[src/rtl/sdram_req_bridge_pkg.sv]
// Shared types and constants for the msx_slots -> SDRAM controller request bridge.
// Latency: n/a (types only). Backpressure: n/a.
package sdram_req_bridge_pkg;

    localparam int BRIDGE_AW           = 25;
    localparam int BRIDGE_DW           = 8;
    localparam int BRIDGE_BUSY_TIMEOUT = 2;

    typedef enum logic [1:0] {
        IDLE,
        ISSUE,
        WAIT_BUSY,
        WAIT_DONE
    } bridge_state_t;

    typedef struct packed {
        logic                 we;
        logic [BRIDGE_AW-1:0] addr;
        logic [BRIDGE_DW-1:0] din;
    } bridge_req_t;

endpackage

[src/rtl/sdram_req_detect.sv]
// Turns level-held rd/we strobes into a one-cycle new_req plus the request to capture.
// Latency: combinational detect; served/key registered. Backpressure: none, downstream must absorb or drop.
module sdram_req_detect
    import sdram_req_bridge_pkg::*;
#(
    parameter int AW = BRIDGE_AW,
    parameter int DW = BRIDGE_DW
) (
    input  logic          clk,
    input  logic          reset,
    input  logic [AW-1:0] req_addr,
    input  logic [DW-1:0] req_din,
    input  logic          req_we,
    input  logic          req_rd,
    output logic          strobe,
    output logic          new_req,
    output bridge_req_t   det_req
);

    logic          served;
    logic          key_we;
    logic [AW-1:0] key_addr;

    // A held strobe re-triggers only if its address or kind moves away from the captured key.
    always_comb begin
        strobe  = req_we | req_rd;
        new_req = strobe && (!served || (req_addr != key_addr) || (req_we != key_we));
        det_req = '{we: req_we, addr: req_addr, din: req_din};
    end

    always_ff @(posedge clk) begin
        if (reset) begin
            served   <= 1'b0;
            key_we   <= 1'b0;
            key_addr <= '0;
        end else if (new_req) begin
            served   <= 1'b1;
            key_we   <= req_we;
            key_addr <= req_addr;
        end else if (!strobe) begin
            served   <= 1'b0;
        end
    end

endmodule

[src/rtl/sdram_req_bridge.sv]
// Single-shot SDRAM request bridge with held read data, CPU wait and a one-deep pending slot.
// Latency: detect at cycle 0 -> mem_rd/mem_we at cycle 1; read data the cycle after mem_ready returns.
// Backpressure: cpu_wait stalls the CPU; a detect with the pending slot full is dropped (sticky overflow).
// Optional read cache: define SDRAM_REQ_BRIDGE_RDCACHE_EN.
module sdram_req_bridge
    import sdram_req_bridge_pkg::*;
#(
    parameter int AW = BRIDGE_AW,
    parameter int DW = BRIDGE_DW
) (
    input  logic          clk,
    input  logic          reset,
    input  logic [AW-1:0] req_addr,
    input  logic [DW-1:0] req_din,
    input  logic          req_we,
    input  logic          req_rd,
    output logic [DW-1:0] req_dout,
    output logic          cpu_wait,
    output logic          busy,
    output logic          overflow,
    output logic [AW-1:0] mem_addr,
    output logic [DW-1:0] mem_din,
    output logic          mem_we,
    output logic          mem_rd,
    input  logic          mem_ready,
    input  logic [DW-1:0] mem_dout
);

    localparam int TW = $clog2(BRIDGE_BUSY_TIMEOUT + 1);

    bridge_state_t state, state_nxt;
    bridge_req_t   det_req, act, pend;
    logic          strobe, new_req, hit;
    logic          pend_vld, wait_q, rd_vld;
    logic [AW-1:0] rd_addr;
    logic [DW-1:0] dout_q;
    logic [TW-1:0] tmo_cnt;
    logic          det_ok, done, start_idle, take_pend, direct, to_pend, drop, accepted;

    sdram_req_detect #(
        .AW (AW),
        .DW (DW)
    ) u_detect (
        .clk      (clk),
        .reset    (reset),
        .req_addr (req_addr),
        .req_din  (req_din),
        .req_we   (req_we),
        .req_rd   (req_rd),
        .strobe   (strobe),
        .new_req  (new_req),
        .det_req  (det_req)
    );

`ifdef SDRAM_REQ_BRIDGE_RDCACHE_EN
    // The last completed read address doubles as the cache tag; req_dout is the cached byte.
    assign hit = new_req && !det_req.we && rd_vld && (det_req.addr == rd_addr);
`else
    assign hit = 1'b0;
`endif

    always_comb begin
        det_ok     = new_req && !hit;
        done       = mem_ready && ((state == WAIT_DONE) ||
                     ((state == WAIT_BUSY) && (tmo_cnt == TW'(BRIDGE_BUSY_TIMEOUT - 1))));
        start_idle = (state == IDLE) && mem_ready && (pend_vld || det_ok);
        take_pend  = pend_vld && (start_idle || done);
        direct     = start_idle && !pend_vld;
        to_pend    = det_ok && !direct;
        drop       = to_pend && pend_vld && !take_pend;
        accepted   = det_ok && !drop;
    end

    always_ff @(posedge clk) begin
        if (reset) begin
            state <= IDLE;
        end else begin
            state <= state_nxt;
        end
    end

    always_comb begin
        state_nxt = state;
        case (state)
            IDLE:      if (start_idle) state_nxt = ISSUE;
            ISSUE:     state_nxt = WAIT_BUSY;
            WAIT_BUSY: begin
                if (!mem_ready) begin
                    state_nxt = WAIT_DONE;
                end else if (done) begin
                    state_nxt = pend_vld ? ISSUE : IDLE;
                end
            end
            WAIT_DONE: if (done) state_nxt = pend_vld ? ISSUE : IDLE;
            default:   state_nxt = IDLE;
        endcase
    end

    // wait_q tracks the newest accepted request; it clears only when nothing newer sits in pending.
    always_comb begin
        mem_rd   = (state == ISSUE) && !act.we;
        mem_we   = (state == ISSUE) && act.we;
        busy     = (state != IDLE) || pend_vld;
        cpu_wait = !reset && strobe && (accepted || (wait_q && !(done && !pend_vld)));
    end

    assign mem_addr = act.addr;
    assign mem_din  = act.din;
    assign req_dout = dout_q;

    always_ff @(posedge clk) begin
        if (reset) begin
            act      <= '0;
            pend     <= '0;
            pend_vld <= 1'b0;
            tmo_cnt  <= '0;
            dout_q   <= '0;
            rd_addr  <= '0;
            rd_vld   <= 1'b0;
            overflow <= 1'b0;
            wait_q   <= 1'b0;
        end else begin
            if (take_pend) begin
                act <= pend;
            end else if (direct) begin
                act <= det_req;
            end
            if (to_pend && !drop) begin
                pend <= det_req;
            end
            pend_vld <= (pend_vld && !take_pend) || (to_pend && !drop);
            tmo_cnt  <= (state == WAIT_BUSY) ? tmo_cnt + 1'b1 : '0;
            // Writes to the last-read address keep req_dout coherent with memory.
            if (done && !act.we) begin
                dout_q  <= mem_dout;
                rd_addr <= act.addr;
                rd_vld  <= 1'b1;
            end else if ((state == ISSUE) && act.we && rd_vld && (act.addr == rd_addr)) begin
                dout_q  <= act.din;
            end
            if (drop) begin
                overflow <= 1'b1;
            end
            if (!strobe) begin
                wait_q <= 1'b0;
            end else if (accepted) begin
                wait_q <= 1'b1;
            end else if (done && !pend_vld) begin
                wait_q <= 1'b0;
            end
        end
    end

endmodule

[config.mk]
export PLATFORM = sky130hd
export DESIGN_NAME = sdram_req_bridge
export DESIGN_NICKNAME = d
export VERILOG_FILES = /design/src/rtl/sdram_req_bridge_pkg.sv /design/src/rtl/sdram_req_detect.sv /design/src/rtl/sdram_req_bridge.sv
export SDC_FILE = /design/constraint.sdc
export NUM_CORES = 1
export LEC_CHECK = 0
export ABC_AREA = 1
export CAP_MARGIN = 40
export CORE_MARGIN = 10
export CORE_UTILIZATION = 43
export CTS_CLUSTER_SIZE = 14
export DETAILED_ROUTE_END_ITERATION = 16
export MAX_ROUTING_LAYER = met4
export PLACE_DENSITY_LB_ADDON = 0.3
export SLEW_MARGIN = 20
export SYNTH_ARGS = -nofsm -noshare
export SYNTH_HDL_FRONTEND = slang
export SYNTH_SLANG_ARGS = --single-unit
[constraint.sdc]
create_clock -name clk -period 2.74 [get_ports clk]
set_clock_uncertainty 0.1 [all_clocks]
set_input_delay 0.411 -clock clk [delete_from_list [all_inputs] [get_ports clk]]
set_output_delay 0.411 -clock clk [all_outputs]
set_load 0.02 [all_outputs]
==> out/results.ini <==
[global_routing]
track_usage=0.185
grt_overflow_total=0
grt_pass1_vias=5691
antenna_found_initial=0
grt_max_degree=55
grt_pass1_wl_um=29700

[synthesis]
synth_top_cell_by_area=dfxtp_1
synthesis.area_um2=6670
synth_edf_count=0
synth_ff_type=dfxtp_1
synthTopCellsByCount=nand2_1 (203), dfxtp_1 (136), nor2_1 (116), inv_1 (106), nand3_1 (80)
synth_nets=1008
ys_warn_count=0
postSynthAreaPerCell_um2=6.94
async_flop_share=0
ys_seq_elements=136
synth-seq-area-share=0.408
synthDistinctLibCells=40
syn-instance-count=961
synthMostInstantiatedCell=nand2_1
synthTopCellsByArea=dfxtp_1 (41%), nand2_1 (11%), nor2_1 (6.5%)
yosys.area.top_type_share=0.408

[die]
rows=45
start_util=0.439
core_area_um2=15200
die-area_um2=20900
pin_count=92
die_h_um=145
fp.dieW_um=145

[timing]
tightest_slew_ns=0.448
fmax_ghz=0.388
whs_ns=0.303
fin_crit_ns=2.58
relSlewSlack=0.699
slew_violations=0
hold_viol_final=0
finalCritPeriodShare=0.941
rsz0062_at_grt=no
setup-violations-final=0

[layout]
area_growth_pct=24.7
fillCellCount=1453
n_antenna_cell=0
register_area_um2=2720
postLayoutCellArea_um2=8320
fin_nets=1085
stdcell_count=1237
multi_input_area_um2=2980
post-route-util=0.547
drive_above_1_share=0.103

[placement]
dp.cells=1205
dpl.hpwl_um=12900
gp_congestion=0.836
io_buffers=91
dpl_cell_area_um2=7760

[cts]
clock_latency_ns=0.42
cts_tree=built
cts-root-buf=clkbuf_16
cts_htree_levels=4
ctsHoldBuffers=0
clockBufferDepth=2
cts.clk_slew.worst_paths_ns=0.06
clkSinkCount=136
cts_made_buffers=17

[power_and_ir_drop]
power_w=0.00645
vdd.ir_drop.worst_v=0.000499
p_leak_nw=3.90
power.density_nw_per_um2=776

[min_path]
hp-class=in2reg
hold_depth=3

[drt]
drt_iter0_markers=464
drc=0
dr.pass1.iters=5
vias=6198
avgRoutedWirePerCell_um=15.1
via_per_inst=5.01
routed_wl_um=18700
postRouteAntennaNets=0

[critical_path]
endpoint_kind=primary output
r2r_cells=9
start_kind=flip-flop
crit_path_max_fanout=30
cp.arrival_ns=2.07
crit_type=reg2out
cp.required_ns=2.23

[flow_run]
maxCapViolCount=0

[outcome]
status=finished clean

==> logic make-up (layout without fill, tap and decap cells) <==
family / after synthesis / in the layout / synth area share
compound gates: 186 / 186 / 0.161
xor+xnor: 9 / 9 / 0.0118
fa+ha+maj: 1 / 1 / 0.00188
buf+inv: 202 / 290 / 0.146
flops: 136 / 136 / 0.408
simple gates: 427 / 427 / 0.271
==> placed cells by master (no fill, tap or decap), drive strengths merged <==
master         synthesis  layout
ha                     1       1
and2                   1       1
dlygate4sd2            0       8
bufinv                 0       1
nand2                207     207
o2111ai                1       1
o21bai                 1       1
a211o                  1       1
o22ai                  2       2
xnor2                  2       2
o31ai                  1       1
o221ai                 1       1
or2                    5       5
dfxtp                136     136
nor4                   2       2
xor2                   7       7
o211ai                36      36
inv                  113     113
buf                   58      55
nand4                  5       5
dlymetal6s2s           0       2
o21ai                 89      89
nand3b                 1       1
clkinv                 2       4
a21boi                 2       2
nor3                   4       4
clkbuf                29      27
clkdlybuf4s50          0      80
a21oi                 52      52
nand3                 82      82
nor2                 120     120
==> power breakdown <==
part / total [W] / switching [W] / internal [W]
clock network: 0.00215 / 0.000817 / 0.00133
logic: 0.00184 / 0.00111 / 0.000731
registers: 0.00247 / 0.000212 / 0.00226
total: 0.00645 / 0.00213 / 0.00432
==> registers in the layout (all words and copies together) (netlist names) <==
name and flops:
u_detect.key_addr 25, wait_q 1, rd_vld 1, act 1, mem_din 8, pend_vld 1
u_detect.key_we 1, overflow 1, u_detect.served 1, req_dout 8, tmo_cnt 2, state 2
rd_addr 25, pend 34, mem_addr 25
==> what timing repair did <==
| action | CTS | global route |
|---|---|---|
| cloned | 0 | 0 |
| setup buffers | 1 | 1 |
| pin swaps | 2 | 1 |
| gates resized for setup | 15 | 3 |
| setup endpoints to repair | 1 | 2 |
==> metal layers <==
layer	routed length, um	global-route usage	share of wire	up-vias
met5	0	-	0	-
met4	238	0.0543	0.013	0
met3	846	0.0338	0.045	17
met2	8890	0.287	0.48	151
met1	8720	0.241	0.47	2830
li1	-	-	-	3200
==> critical path, stage by stage, from the launching register on <==
cell and delay [ns]:
dfxtp_1 0.31, inv_1 0.32, buf_6 0.32, nand2_1 0.13
clkdlybuf4s50_1 0.56
==> layout make-up <==
type,instances,area share
multi-input cells,623,0.359
well taps,188,0.0283
clock inverters,3,0.00481
clock buffers,27,0.0605
flip-flops and latches,136,0.327
repair buffers,145,0.168
inverters,115,0.0522
==> path summary, 6_finish.rpt <==
| path | endpoint | slack, ns | startpoint |
|---|---|---|---|
| worst max-delay path | busy | 0.16 | pend_vld |
| worst min-delay path | u_detect.key_addr[18] | 0.30 | req_addr[18] |
| worst max register to register | req_dout[5] | 0.54 | state[0] |
| worst min register to register | tmo_cnt[0] | 0.33 | tmo_cnt[0] |
==> metrics by stage <==
step | setup TNS [ns] | worst slack [ns]
2_1_floorplan | 0 | 0.646
3_3_place_gp | -0.421 | -0.421
3_5_place_dp | -0.431 | -0.431
4_1_cts | 0 | 0.0316
5_1_grt | 0 | 0.00997
6_report | 0 | 0.162
(Power assumes the default switching activity.)
